<file path="config.mk">
export PLATFORM = sky130hd
export DESIGN_NAME = seq_detect_ctrl
export DESIGN_NICKNAME = d
export VERILOG_FILES = /design/src/rtl/seq_detect_ctrl.sv
export SDC_FILE = /design/constraint.sdc
export NUM_CORES = 1
export LEC_CHECK = 0
export BUFFER_PORTS_ARGS = -buffer_cell sky130_fd_sc_hd__buf_4
export CELL_PAD_IN_SITES_DETAIL_PLACEMENT = 1
export CELL_PAD_IN_SITES_GLOBAL_PLACEMENT = 1
export CORE_MARGIN = 3
export CORE_UTILIZATION = 37
export DETAILED_ROUTE_END_ITERATION = 6
export PLACE_DENSITY = 0.85
export SLEW_MARGIN = 20
export SYNTH_ARGS = -nofsm -noshare
export SYNTH_HDL_FRONTEND = slang
export SYNTH_SLANG_ARGS = --single-unit
</file>
<file path="constraint.sdc">
create_clock -name clk -period 2.6 [get_ports clk]
set_clock_uncertainty 0.1 [all_clocks]
set_input_delay 0.13 -clock clk [delete_from_list [all_inputs] [get_ports clk]]
set_output_delay 0.13 -clock clk [all_outputs]
set_load 0.01 [all_outputs]
</file>
<file path="src/rtl/seq_detect_ctrl.sv">
// seq_detect_ctrl: accepts parallel words on a valid/ready port, serialises
// them MSB-first and runs an overlapping pattern detector over the bit stream.
// It counts matches with saturation and raises a sticky interrupt when the
// programmed threshold is reached.
module seq_detect_ctrl #(
   parameter int WORD_W = 8,
   parameter int PAT_W  = 4,
   parameter int CNT_W  = 16
) (
   input  logic              clk,
   input  logic              rst,
   input  logic              cfg_we,
   input  logic [PAT_W-1:0]  cfg_pattern,
   input  logic [CNT_W-1:0]  cfg_thresh,
   output logic              cfg_err,
   input  logic              s_valid,
   output logic              s_ready,
   input  logic [WORD_W-1:0] s_data,
   output logic              det_pulse,
   output logic [CNT_W-1:0]  match_cnt,
   output logic              irq,
   input  logic              irq_clr,
   output logic              busy
);

   localparam int IDX_W = $clog2(WORD_W);
   localparam int BS_W  = $clog2(PAT_W + 1);

   typedef enum logic {
      IDLE  = 1'b0,
      SHIFT = 1'b1
   } state_t;

   state_t            state_q,     state_d;
   logic [WORD_W-1:0] shreg_q,     shreg_d;
   logic [IDX_W-1:0]  bit_idx_q,   bit_idx_d;
   logic [PAT_W-1:0]  pattern_q,   pattern_d;
   logic [CNT_W-1:0]  thresh_q,    thresh_d;
   // Only the last PAT_W-1 bits are kept; the current bit completes the window.
   logic [PAT_W-2:0]  hist_q,      hist_d;
   logic [BS_W-1:0]   bits_seen_q, bits_seen_d;
   logic [CNT_W-1:0]  match_cnt_q, match_cnt_d;
   logic              det_pulse_q, det_pulse_d;
   logic              irq_q,       irq_d;
   logic              cfg_err_q,   cfg_err_d;

   logic              cur_bit;
   logic [PAT_W-1:0]  window;
   logic              match;
   logic              cnt_full;
   logic [CNT_W-1:0]  cnt_inc;

   // Registers all state; synchronous active-high reset.
   always_ff @(posedge clk) begin
      // NOTE: sequential state uses non-blocking assignments so every register
      // samples the pre-edge values regardless of statement order.
      if (rst) begin
         state_q     <= IDLE;
         shreg_q     <= '0;
         bit_idx_q   <= '0;
         pattern_q   <= '0;
         thresh_q    <= '0;
         hist_q      <= '0;
         bits_seen_q <= '0;
         match_cnt_q <= '0;
         det_pulse_q <= 1'b0;
         irq_q       <= 1'b0;
         cfg_err_q   <= 1'b0;
      end else begin
         state_q     <= state_d;
         shreg_q     <= shreg_d;
         bit_idx_q   <= bit_idx_d;
         pattern_q   <= pattern_d;
         thresh_q    <= thresh_d;
         hist_q      <= hist_d;
         bits_seen_q <= bits_seen_d;
         match_cnt_q <= match_cnt_d;
         det_pulse_q <= det_pulse_d;
         irq_q       <= irq_d;
         cfg_err_q   <= cfg_err_d;
      end
   end

   // Next-state, datapath and decoded-output logic for the IDLE/SHIFT FSM.
   always_comb begin
      // NOTE: every variable gets a default first so no path can infer a latch.
      state_d     = state_q;
      shreg_d     = shreg_q;
      bit_idx_d   = bit_idx_q;
      pattern_d   = pattern_q;
      thresh_d    = thresh_q;
      hist_d      = hist_q;
      bits_seen_d = bits_seen_q;
      match_cnt_d = match_cnt_q;
      det_pulse_d = 1'b0;
      irq_d       = irq_q;
      cfg_err_d   = 1'b0;
      s_ready     = 1'b0;
      busy        = 1'b0;

      cur_bit  = shreg_q[bit_idx_q];
      window   = {hist_q, cur_bit};
      match    = (state_q == SHIFT) && (window == pattern_q) &&
                 (bits_seen_q >= BS_W'(PAT_W - 1));
      cnt_full = &match_cnt_q;
      cnt_inc  = match_cnt_q + CNT_W'(1);

      if (irq_clr) begin
         irq_d = 1'b0;
      end

      case (state_q)
         IDLE: begin
            s_ready = ~cfg_we;
            if (cfg_we) begin
               // Reprogramming restarts detection and counting from scratch.
               pattern_d   = cfg_pattern;
               thresh_d    = cfg_thresh;
               hist_d      = '0;
               bits_seen_d = '0;
               match_cnt_d = '0;
               irq_d       = 1'b0;
            end else if (s_valid) begin
               shreg_d   = s_data;
               bit_idx_d = IDX_W'(WORD_W - 1);
               state_d   = SHIFT;
            end
         end

         SHIFT: begin
            busy = 1'b1;
            // Config writes mid-word are dropped and flagged.
            if (cfg_we) begin
               cfg_err_d = 1'b1;
            end
            hist_d = window[PAT_W-2:0];
            if (bits_seen_q < BS_W'(PAT_W)) begin
               bits_seen_d = bits_seen_q + BS_W'(1);
            end
            if (match) begin
               det_pulse_d = 1'b1;
               if (!cnt_full) begin
                  match_cnt_d = cnt_inc;
                  // Set has priority over a same-cycle clear.
                  if ((thresh_q != '0) && (cnt_inc == thresh_q)) begin
                     irq_d = 1'b1;
                  end
               end
            end
            if (bit_idx_q == '0) begin
               state_d = IDLE;
            end else begin
               bit_idx_d = bit_idx_q - IDX_W'(1);
            end
         end

         default: begin
            state_d = IDLE;
         end
      endcase
   end

   assign cfg_err   = cfg_err_q;
   assign det_pulse = det_pulse_q;
   assign match_cnt = match_cnt_q;
   assign irq       = irq_q;

endmodule

</file>
Yosys cells after proc, flatten, opt, wreduce, memory -nomap -nowiden
Cells that the tools add are included.
- flip-flop bits (word level): 57
- latch bits: 0
- bits in writable memories: 0
- memory bits (read-only): 0
- word-level logic and storage cells: 68
- memories: 0
- add/subtract/negate cells: 3
- multiply operators: 0
- div/mod/pow operators: 0
- order comparisons: 3
- eq/ne operators: 9
- shifts and indexed selects: 0
- multiplexer cells: 28
- bitwise operators: 2
- reductions and logical operators: 12
- operators by type and width (operator ; number):
    $mux 16 ; 3
    $pmux 16 s2 ; 1
    $pmux 3 s2 ; 3
    $add 16x1->16 const B ; 1
    $eq 16x16->1 ; 1
    $reduce_and 16->1 ; 1
    $reduce_bool 16->1 ; 1
    $mux 3 ; 5
    $mux 1 ; 13
    $ne 2x2->1 const B ; 5
    $reduce_and 3->1 ; 3
    $eq 4x4->1 ; 1
    $lt 3x4->1 const B ; 1
    $ne 2x1->1 const B ; 2
    $pmux 1 s2 ; 2
    $reduce_and 2->1 ; 2
    $add 3x1->3 const B ; 1
    $bmux 1 s3 ; 1
    $ge 3x2->1 const B ; 1
    $logic_and 1x1->1 ; 3
    $logic_not 3->1 ; 1
    $lt 3x3->1 const B ; 1
    $sub 3x1->3 const B ; 1
    $not 1->1 ; 2
    $reduce_or 2->1 ; 1

Longest topological paths before layout
Gate-level depths: netlist of run 1.
- depth in word-level cells: 7
- gate-level depth with buffers: 10
- gate-level depth less buffers: 8

Least setup slack after synthesis of run 1
Ideal clock, no wire load.
- path kind: reg-to-reg
- start: register match_cnt_q[0], in the netlist match_cnt[0]
- end: register match_cnt_q[11], in the netlist match_cnt[11]
- data arrival time: 2423 ps
- slack: 12 ps
- stages on the path, launching flop included: 10
- clock period less this slack: 2588 ps
- cells stage by stage: dfxtp_1 ha_1 clkbuf_1 and2_1 nand2_1 or3_1 o2111ai_4 nand2b_4 mux2_2 nor2_1
- word-level cells in the longest chain between the ends: 4
- RTL lines (item ; RTL line ; RTL):
    start: declaration ; 42 ; logic [CNT_W-1:0] match_cnt_q, match_cnt_d;
    start signal: assignment ; 77 ; match_cnt_q <= match_cnt_d;
    $add 16x1->16 ; 106 ; cnt_inc = match_cnt_q + CNT_W'(1);
    $mux 16 ; 142 ; if (!cnt_full) begin
    $mux 16 ; 140 ; if (match) begin
    $pmux 16 s2 ; 112 ; case (state_q)
Several ways; a longest one is shown, not always the timed one. The select of a mux whose other input is x is not followed.
A chain may end at the register's enable or synchronous reset.

Final worst setup path of run 1
- start: register bit_idx_q[1]
- end: register match_cnt_q[5], in the netlist match_cnt[5]
- word-level cells in the longest chain between the ends: 7
- RTL lines (item ; RTL line ; RTL):
    start: declaration ; 36 ; logic [IDX_W-1:0] bit_idx_q, bit_idx_d;
    start signal: assignment ; 72 ; bit_idx_q <= bit_idx_d;
    $bmux 1 s3 ; 101 ; cur_bit = shreg_q[bit_idx_q];
    $mux 1 (implied by the code) ; 101 ;
    $eq 4x4->1 ; 103 ; match = (state_q == SHIFT) && (window == pattern_q) &&
    $logic_and 1x1->1 (2 in a row) ; 103 ;
    $ne 2x1->1 (no source line) ; - ;
    $reduce_and 3->1 (no source line) ; - ;
No other way between the ends. The select of a mux whose other input is x is not followed.

==> results of run 1 <==
layout make-up:
| type | count | area share, % |
|---|---|---|
| Inverter | 11 | 1.01 |
| Antenna cell | 1 | 0.0610 |
| Timing Repair Buffer | 104 | 21.2 |
| Tap cell | 102 | 3.11 |
| Multi-Input combinational cell | 281 | 41.5 |
| Clock buffer | 11 | 3.20 |
| Clock inverter | 5 | 1.95 |
| Sequential cell | 57 | 27.9 |
cell families (layout without fill, tap and decap cells):
logic type,count (synthesis),after routing,synth area share (%)
AND/OR/NAND/NOR,165,165,26.9
AO/OA/AOI/OAI,82,82,17.6
flip-flops,57,57,38.4
buffers and inverters,34,131,4.42
XOR/XNOR,23,23,7.03
multiplexers,6,6,3.49
adder cells (fa/ha/maj),5,5,2.11
other,0,1,0
registers in the layout, summed over array words and instances, names as in the netlist:
register     flops
irq              1
bits_seen_q      3
det_pulse        1
match_cnt       16
state_q          1
bit_idx_q        3
hist_q           3
shreg_q          8
pattern_q        4
cfg_err          1
thresh_q        16
critical path: cells and delay by family, from the launching register on:
family          cells  cell delay [ns]
mux                 2             0.74
xor+xnor            1             0.23
simple gates        1             0.49
buf+inv             1             0.18
compound gates      2             0.33
flops               1             0.37
through the flow:
stage | util, % | setup slack (ns) | setup TNS (ns) | std cells
finish | 52.8 | 0.0963 | 0 | 572
global route | 52.8 | -0.0110 | -0.0170 | 572
CTS | 52.6 | 0.00905 | 0 | 571
detailed placement | 46.2 | -0.0254 | -0.0375 | 526
global placement | 46.2 | 0.0769 | 0 | 526
floorplan | - | 0.0117 | 0 | 372
power by group through the flow:
stage	logic (µW)	registers (µW)	clock network [µW]
floorplan	135	948	0
global placement	209	957	0
detailed placement	220	960	0
CTS	259	941	919
global route	294	947	974
finish	268	943	913
synthesized netlist by cell type (3+ instances only):
master | count | share of area, %
sky130_fd_sc_hd__or4_1 | 4 | 1.0
sky130_fd_sc_hd__nor3_1 | 11 | 1.9
sky130_fd_sc_hd__a31oi_1 | 3 | 0.63
sky130_fd_sc_hd__and2_1 | 3 | 0.63
sky130_fd_sc_hd__inv_1 | 10 | 1.3
sky130_fd_sc_hd__nor4_1 | 8 | 1.7
sky130_fd_sc_hd__nand4_1 | 4 | 0.84
sky130_fd_sc_hd__o31a_1 | 5 | 1.5
sky130_fd_sc_hd__a21oi_1 | 40 | 6.7
sky130_fd_sc_hd__o211ai_1 | 11 | 2.8
sky130_fd_sc_hd__nand3b_1 | 3 | 0.76
sky130_fd_sc_hd__ha_1 | 5 | 2.1
sky130_fd_sc_hd__nor3b_1 | 3 | 0.76
sky130_fd_sc_hd__nand2_1 | 72 | 9.1
sky130_fd_sc_hd__nor2b_1 | 4 | 0.84
sky130_fd_sc_hd__xor2_1 | 9 | 2.7
sky130_fd_sc_hd__buf_2 | 3 | 0.51
sky130_fd_sc_hd__xnor2_1 | 13 | 3.8
sky130_fd_sc_hd__nand3_1 | 14 | 2.4
sky130_fd_sc_hd__clkbuf_1 | 18 | 2.3
sky130_fd_sc_hd__nor2_1 | 23 | 2.9
sky130_fd_sc_hd__dfxtp_1 | 57 | 38
sky130_fd_sc_hd__o21ai_0 | 7 | 1.2
sky130_fd_sc_hd__or3_1 | 4 | 0.84
layout by cell type, fill, tap and decap left out, types with 3 or more instances in the layout:
master                          Yosys  routed
sky130_fd_sc_hd__a21oi_1           40      40
sky130_fd_sc_hd__nand4_1            4       4
sky130_fd_sc_hd__nand3_1           14      14
sky130_fd_sc_hd__nand3b_1           3       3
sky130_fd_sc_hd__o21ai_0            7       7
sky130_fd_sc_hd__o211ai_1          11      11
sky130_fd_sc_hd__xor2_1             9       9
sky130_fd_sc_hd__or3_1              4       4
sky130_fd_sc_hd__xnor2_1           13      13
sky130_fd_sc_hd__ha_1               5       4
sky130_fd_sc_hd__dfxtp_1           57      56
sky130_fd_sc_hd__and2_1             3       3
sky130_fd_sc_hd__nor4_1             8       8
sky130_fd_sc_hd__dlygate4sd3_1      0      29
sky130_fd_sc_hd__nor2_1            23      23
sky130_fd_sc_hd__clkbuf_8           0       9
sky130_fd_sc_hd__nand2_1           72      72
sky130_fd_sc_hd__nor2b_1            4       4
sky130_fd_sc_hd__a31oi_1            3       3
sky130_fd_sc_hd__buf_4              0      73
sky130_fd_sc_hd__nor3_1            11      10
sky130_fd_sc_hd__inv_1             10      10
sky130_fd_sc_hd__o31a_1             5       5
sky130_fd_sc_hd__or4_1              4       4
sky130_fd_sc_hd__nor3b_1            3       3
final timing paths:
kind                             start                   endpoint
max reg2reg  bit_idx_q[1]$_SDFFE_PP0P_  match_cnt[5]$_SDFFE_PP0P_
max          bit_idx_q[1]$_SDFFE_PP0P_  match_cnt[5]$_SDFFE_PP0P_
min                             cfg_we         cfg_err$_SDFF_PP0_
min reg2reg    shreg_q[1]$_SDFFE_PP0P_    shreg_q[1]$_SDFFE_PP0P_
layer usage:
layer  wire, µm  GRT usage [%]  vias up  share of wire, %
met5          0              0        -                 0
met4        333           10.5        0               3.2
met3        465           6.00       25               4.4
met2       5600           43.9       89                54
met1       4060           26.0     1514                39
li1           -              -     1500                 -
what timing repair did:
action                     CTS  global route
pin swaps                    0             2
setup endpoints to repair    3            13
hold endpoints to repair    29             0
hold buffers                29             0
resized for setup            1             6
==> reports/summary.txt, run 1 <==
Outcome = finished clean
Maximum operating frequency = 0.399 GHz
Worst-skew pair later-pin latency = 0.34 ns
CTS sink cnt = 57
Distinct cell type count of the synthesized netlist = 54
Setup slack, reg-to-reg = 0.1 ns
Max Buffers Root-to-Sink = 2
Count of pins on the block boundary = 54
CTS Root Cell = sky130_fd_sc_hd__clkbuf_8
Number of cells produced by synthesis = 372
Clk slew on worst S/H paths = 0.07 ns
Clock group share of total power = 43.0%
Maximum number of pins on one net before global-route repair = 58
Max transition margin = 54.8%
Aggregate routed wire length = 10500 µm
Buffers inserted during post-CTS setup optimization = 0
Count of port buffers added during placement = 53
Ys flop type = sky130_fd_sc_hd__dfxtp_1
Number of remaining DRC errors = 0
Number of global-route vias before repair = 3335
Final net count = 502
Wire length per cell after detailed routing = 18.3 µm
Post-detailed-route count of antenna-violating nets = 0
Max FO, Critical Path = 6
Number of max-cap violations = 0
Wire length of the first global-routing pass = 16600 µm
Post-synthesis net count = 410
Switching fraction of total power = 25.9%
Yosys Warn Count = 0
Portion of the clock cycle consumed by the worst path in the final layout = 96.3%
Critical path arrival = 2.67 ns
Drt via density = 5.47
Peak supply drop = 0.348 mV
Critical path's slowest cell = sky130_fd_sc_hd__mux4_2
Number of pins exceeding their max-slew limit in the final report = 0
Sequential fraction of the synthesis area = 38.4%
Routability congestion estimate = 0.830
Htree depth = 3
Placed instance area = 3580 µm²
Average instance area after synthesis = 7.99 µm²
HPWL Detailed = 6640 µm
Worst slew pin tran = 0.671 ns
CP required = 2.76 ns
Leakage Power = 0.00157 µW
Share of total power in sequential cells = 44.4%
Unrepaired setup endpoints after global routing = true
Overall track demand over capacity in global routing = 24.1%
Share of final-layout standard cells stronger than drive strength 1 = 22.0%
Final setup violation count = 0
Register bit total from synthesis = 57
Register area = 1140 µm²
CP cell instances = mux4_2 > mux2i_4 > xor2_2 > o2111ai_4 > buf_6 > or4_1 > a31oi_1
Antenna violations before repair = 1
Footprint of the multi-input gates = 1700 µm²
Hold Path Depth = 2
CTS tree = built
Min-delay worst type = input port to flip-flop
TritonCTS Buffers = 9
DRC marker count from the first detailed-route iteration = 114
Post-layout min period = 2.50 ns
Initial standard-cell utilization of the core = 38.3%
Final Hold Viols = 0
Number of synthesized flops with an enable pin = 0
Slowest cell delay on critical path = 0.53 ns
Total congestion overflow after global routing = 0
Combinational cell fraction of total power = 12.6%
Number of cells traversed by the worst register-to-register path = 7
Smallest hold slack = 0.0200 ns
Die ar. = 9140 µm²
Power density relative to cell area = 518 nW/µm²
Detailed-routing iteration count for the pre-antenna-repair pass = 4
Fraction of registers with async set/reset = 0%
Number of placement rows = 32
P&R area growth vs syn = 38.0%
Internal portion of total power = 1570 µW
Total number of vias = 3128
Total power of the final layout = 2120 µW
Switching power = 550 µW
Die Wd = 95.6 µm
Area of the mapped netlist = 2970 µm²
Die H = 95.6 µm
CP Launch Type = flip-flop
WS Path Type = flip-flop to flip-flop
Design area = 4100 µm²
Category of the worst setup path capture point = flip-flop
Core region area = 7770 µm²
Count of filler cells inserted in the layout = 963
No activity file was read; power rests on OpenSTA's default activity.
==> run 2, diff against run 1 <==
ABC_AREA = 1   (was default)
CORE_UTILIZATION = 43   (was 37)
GPL_TIMING_DRIVEN = 0   (was default)
PLACE_DENSITY = 0.95   (was 0.85)
clock period = 3.2 ns   (was 2.6 ns; I/O delays follow)
==> reports/summary.txt, run 2 <==
Outcome = finished clean
Number of max-cap violations = 0
Fraction of registers with async set/reset = 0%
Peak supply drop = 0.278 mV
Die Wd = 91.5 µm
Setup slack, reg-to-reg = 0.86 ns
Post-synthesis net count = 507
Core region area = 6940 µm²
Synth area leaders = sky130_fd_sc_hd__dfxtp_1 36%, sky130_fd_sc_hd__nand2_1 13%, sky130_fd_sc_hd__inv_1 6.8%
Post-detailed-route count of antenna-violating nets = 0
Number of synthesized flops with an enable pin = 0
Post-Place Setup Slack = 0.931 ns
Die H = 91.5 µm
Number of pins exceeding their max-slew limit in the final report = 0
Leakage Power = 0.00170 µW
Number of remaining DRC errors = 0
Wire length per cell after detailed routing = 17.0 µm
Final worst-path setup slack = 0.856 ns
Number of placed cells counting well taps = 618
P&R area growth vs syn = 25.0%
DRC marker count from the first detailed-route iteration = 156
Most frequent standard cell in the layout excluding fill and tap cells = sky130_fd_sc_hd__nand2_1
Number of placement rows = 30
HPWL Detailed = 7850 µm
Final Hold Viols = 0
Final setup violation count = 0
Unrepaired setup endpoints after global routing = false
Overall track demand over capacity in global routing = 27.0%
Commonest non-fill, non-tap cells in the layout = 107 x sky130_fd_sc_hd__nand2_1, 57 x sky130_fd_sc_hd__inv_1, 57 x sky130_fd_sc_hd__dfxtp_1
Sequential fraction of the synthesis area = 36.3%
Min-delay worst type = input port to flip-flop
Worst slew pin tran = 0.736 ns
CTS Root Cell = sky130_fd_sc_hd__clkbuf_8
Total number of vias = 3507
Ys flop type = sky130_fd_sc_hd__dfxtp_1
TritonCTS Buffers = 9
Count of pins on the block boundary = 54
Portion of the clock cycle consumed by the worst path in the final layout = 73.3%
Number of cells produced by synthesis = 469
Maximum number of pins on one net before global-route repair = 11
Number of global-route vias before repair = 3707
Most frequent cell after synthesis = sky130_fd_sc_hd__nand2_1
Max transition margin = 50.9%
Total congestion overflow after global routing = 0
CTS sink cnt = 57
Buffers inserted during post-CTS setup optimization = 0
Setup Total Neg Slack = 0 ns
CP required = 3.38 ns
Layout Cells excl Fill = 642
Yosys Warn Count = 0
CTS tree = built
Max FO, Critical Path = 7
Antenna diode count = 0
Drt via density = 5.46
Detailed-routing iteration count for the pre-antenna-repair pass = 5
Category of the worst setup path capture point = flip-flop
Share of final-layout standard cells stronger than drive strength 1 = 17.9%
Number of gates given a new drive strength after cts = 0
Wire length of the first global-routing pass = 17800 µm
Register bit total from synthesis = 57
Max Buffers Root-to-Sink = 2
Worst-skew pair later-pin latency = 0.34 ns
Area of the mapped netlist = 3150 µm²
Htree depth = 3
CP Launch Type = flip-flop
WS Path Type = flip-flop to flip-flop
Clk slew on worst S/H paths = 0.07 ns
Leading post-synthesis cells by instance count = 107 x sky130_fd_sc_hd__nand2_1, 57 x sky130_fd_sc_hd__dfxtp_1, 57 x sky130_fd_sc_hd__inv_1, 51 x sky130_fd_sc_hd__nor2_1, 39 x sky130_fd_sc_hd__nand3_1
Initial standard-cell utilization of the core = 45.3%
Die ar. = 8380 µm²
Maximum operating frequency = 0.427 GHz
Count of port buffers added during placement = 53
Power density relative to cell area = 431 nW/µm²
Final net count = 579
Distinct cell type count of the synthesized netlist = 33
Antenna violations before repair = 0
Fraction of post-synthesis cell area in the top cell type by area = 36.3%
Routability congestion estimate = 0.891
Aggregate routed wire length = 10900 µm
Average instance area after synthesis = 6.71 µm²
Critical path arrival = 2.52 ns
Post-layout min period = 2.34 ns
Most area-hungry cell type in the Yosys netlist = sky130_fd_sc_hd__dfxtp_1
==> run 2: cells by family (layout without fill, tap and decap cells) <==
logic type                 Yosys count  count (layout)  share of synthesized area, %
and+or+nand+nor                    239             239                          35.0
AOI/OAI and AO/OA                   86              86                          15.3
buffers and inverters               79             156                          10.7
DFF                                 57              57                          36.3
adders and majority gates            5               5                          1.99
xor gates and xnor gates             3               3                         0.835
==> run 2: worst paths after layout <==
path                        startpoint                 endpoint  depth (start not counted)
min reg2reg    shreg_q[6]$_SDFFE_PP0P_  shreg_q[6]$_SDFFE_PP0P_                          2
max reg2reg  match_cnt[1]$_SDFFE_PP0P_           irq$_SDFF_PP0_                         13
max          match_cnt[1]$_SDFFE_PP0P_           irq$_SDFF_PP0_                         13
min                          s_data[2]  shreg_q[2]$_SDFFE_PP0P_                          3
==> run 2: final cells by class <==
type                            count  area (µm²)
Buffer                             19         110
Clock buffer                       13         149
Clock inverter                      3        40.0
Fill cell                         926        3010
Inverter                           60         225
Multi-Input combinational cell    333        1670
Sequential cell                    57        1140
Tap cell                           96         120
Timing Repair Buffer               61         478
==> run 2: worst max-delay path, stage by stage (launching register included) <==
cell                      delay (ns)
sky130_fd_sc_hd__dfxtp_1        0.44
sky130_fd_sc_hd__ha_1           0.26
sky130_fd_sc_hd__nand2_1        0.11
sky130_fd_sc_hd__nor2_1         0.37
sky130_fd_sc_hd__nand2_1        0.16
sky130_fd_sc_hd__nand2_1        0.11
sky130_fd_sc_hd__nand2_1        0.06
sky130_fd_sc_hd__nand2_1        0.07
sky130_fd_sc_hd__nand2_1        0.08
sky130_fd_sc_hd__nor2_1         0.12
sky130_fd_sc_hd__nand3_1        0.09
sky130_fd_sc_hd__nor2_1         0.09
sky130_fd_sc_hd__nand3_1        0.12
sky130_fd_sc_hd__nand2_1        0.09
==> run 2: per-stage QoR <==
stage	area, µm²	hold WS, ns	util [%]	power (µW)
after floorplan	3150	0.195	-	928
after global placement	3660	0.282	52.8	1010
after detailed placement	3660	0.288	52.8	1020
after CTS	3930	0.00237	56.6	1690
after global routing	3930	0.0216	56.6	1770
final	3930	0.00304	56.6	1690
==> run 2: timing repair <==
item                                    CTS  global route
hold buffers                              8             0
hold endpoints to repair                  8             0
endpoints found under the setup margin    0             0
==> run 2: routing by layer <==
layer | GRT usage, % | share of wire, % | up-vias
met5 | 0 | 0 | -
met1 | 29.7 | 40 | 1677
li1 | - | - | 1681
met4 | 13.1 | 2.9 | 0
met2 | 49.8 | 53 | 121
met3 | 4.14 | 4.7 | 28
==> run 2: power by group <==
part / switching, µW / internal, µW
registers: 24.9 / 745
logic: 164 / 95.1
clock network: 287 / 379
==> run 3, diff against run 2 <==
ABC_AREA = 0   (was 1)
CORE_UTILIZATION = 37   (was 43)
PLACE_DENSITY = 0.85   (was 0.95)
clock period = 2 ns   (was 3.2 ns; I/O delays follow)
==> reports/summary.txt, run 3 (same netlist as run 1, synthesis figures left out) <==
Max Buffers Root-to-Sink = 2
Final net count = 524
Outcome = finished with violations
Maximum number of pins on one net before global-route repair = 12
CP Launch Type = flip-flop
GRT Max-Usage Layer = met2
Unrepaired setup endpoints after global routing = true
Clk slew on worst S/H paths = 0.07 ns
Die ar. = 9140 µm²
Initial standard-cell utilization of the core = 38.3%
Final setup violation count = 17
Reg-to-reg endpoint = match_cnt[15]$_SDFFE_PP0P_
CTS tree = built
Htree depth = 3
Hold Path Depth = 4
Number of global-route vias before repair = 3529
Count of filler cells inserted in the layout = 929
Wire length of the first global-routing pass = 18300 µm
Share of final-layout standard cells stronger than drive strength 1 = 29.9%
Max transition margin = 55.4%
Final Hold Viols = 0
Antenna violations before repair = 0
Number of placement rows = 32
Core region area = 7770 µm²
Power density relative to cell area = 616 nW/µm²
Met1 Track Usage GR = 30.0%
CTS Root Cell = sky130_fd_sc_hd__clkbuf_8
Peak supply drop = 0.361 mV
CP Launch Point = bit_idx_q[1]$_SDFFE_PP0P_
P&R area growth vs syn = 47.7%
Leakage Power = 0.00174 µW
Min-delay worst type = input port to flip-flop
Crit Reg-Reg Startpoint = bit_idx_q[1]$_SDFFE_PP0P_
Die Wd = 95.6 µm
Setup slack, reg-to-reg = -0.54 ns
Met3 layer usage reported by global route = 6.39%
Drt via density = 5.54
Number of max-cap violations = 0
WS Path Type = flip-flop to flip-flop
Met2 track utilization from global routing = 46.4%
Overall track demand over capacity in global routing = 26.5%
Design area = 4390 µm²
Most frequent standard cell in the layout excluding fill and tap cells = sky130_fd_sc_hd__buf_4
CTS sink cnt = 57
Number of cells traversed by the worst register-to-register path = 7
Source of the worst hold timing path = rst
Antenna diode count = 0
Routability congestion estimate = 0.882
Maximum operating frequency = 0.393 GHz
CP required = 2.19 ns
Final worst-path setup slack = -0.544 ns
Critical path arrival = 2.73 ns
DRC marker count from the first detailed-route iteration = 144
Category of the worst setup path capture point = flip-flop
Wire length per cell after detailed routing = 19.4 µm
Portion of the clock cycle consumed by the worst path in the final layout = 127%
Worst slew pin tran = 0.669 ns
HPWL Detailed = 6860 µm
Commonest non-fill, non-tap cells in the layout = 77 x sky130_fd_sc_hd__buf_4, 69 x sky130_fd_sc_hd__nand2_1, 46 x sky130_fd_sc_hd__dfxtp_1
Failing checks = negative setup slack
Post-Place Setup Slack = -0.713 ns
Number of remaining DRC errors = 0
Placed instance area = 3550 µm²
Detailed-routing iteration count for the pre-antenna-repair pass = 4
Count of pins on the block boundary = 54
Max FO, Critical Path = 5
Fraction of the core area covered by cells at the end of the flow = 56.5%
TritonCTS Buffers = 9
Die H = 95.6 µm
Worst Hold End = irq$_SDFF_PP0_
Aggregate routed wire length = 11500 µm
Total number of vias = 3284
Count of port buffers added during placement = 53
Total congestion overflow after global routing = 0
Post-layout min period = 2.54 ns
Post-detailed-route count of antenna-violating nets = 0
Smallest hold slack = 0.0312 ns
Number of pins exceeding their max-slew limit in the final report = 0
Worst-skew pair later-pin latency = 0.36 ns
run 3: cell types whose count changed in the layout (fill, tap and decap cells not counted), sizes merged, moves of 18 or more:
cell         before  now
nand2           107   72
o21ai            37    9
inv              58   11
nand4            22    4
dlygate4sd3       8   31
nand3            49   14
nor2             53   23
run 3: worst max-delay path: stages, from the launching register on:
cell and delay (ns):
sky130_fd_sc_hd__dfxtp_4 0.38, sky130_fd_sc_hd__mux4_2 0.52, sky130_fd_sc_hd__mux2i_4 0.20, sky130_fd_sc_hd__xor2_2 0.23, sky130_fd_sc_hd__o2111ai_4 0.23, sky130_fd_sc_hd__nand2b_4 0.23, sky130_fd_sc_hd__or4_1 0.43, sky130_fd_sc_hd__o21ai_1 0.14
run 3: repair_timing:
action,in CTS,in global routing
resized for setup,44,18
gates cloned,1,0
hold buffers,31,0
hold endpoints to repair,31,0
endpoints found under the setup margin,41,39
setup buffers,21,3
pin swaps,11,5
run 3: worst max-delay path by stage:
stage / slack, ns / end
2_1_floorplan: -0.28 / match_cnt[15]$_SDFFE_PP0P_
3_3_place_gp: -0.61 / pattern_q[3]$_SDFFE_PP0P_
3_5_place_dp: -0.71 / thresh_q[14]$_SDFFE_PP0P_
4_1_cts: -0.44 / irq$_SDFF_PP0_
5_1_grt: -0.62 / match_cnt[15]$_SDFFE_PP0P_
6_report: -0.54 / match_cnt[15]$_SDFFE_PP0P_
run 3: per-layer routing:
layer  routed length, µm  vias to the layer above
met5                   0                        -
met4                 298                        0
met3                 620                       26
met2                5920                       98
met1                4680                     1611
li1                    -                     1549
run 3: area by class of cell:
cell class              instances  area (µm²)  share of cell area (%)
plain buffers                  17         109                    2.48
clock buffers                   9         124                    2.82
clock inverters                 7        71.3                    1.62
inverters                      11        43.8                   0.998
multi-input cells             282        1850                    42.2
flip-flops and latches         57        1160                    26.5
well taps                     102         128                    2.91
repair buffers                108         896                    20.4
run 3: report_power, final:
part           switching [µW]  leakage (µW)  total, µW  internal, µW
combinational             195       0.00117        375           180
clock                     532      0.000103       1110           574
sequential               46.2      0.000471       1220          1170
run 3: per-stage QoR:
stage               instances  TNS [ns]  total power [µW]
floorplan                 372     -3.32              1410
global placement          527    -17.14              1520
detailed placement        527    -19.51              1540
CTS                       595     -6.05              2670
global route              593     -8.66              2800
finish                    593     -7.12              2700
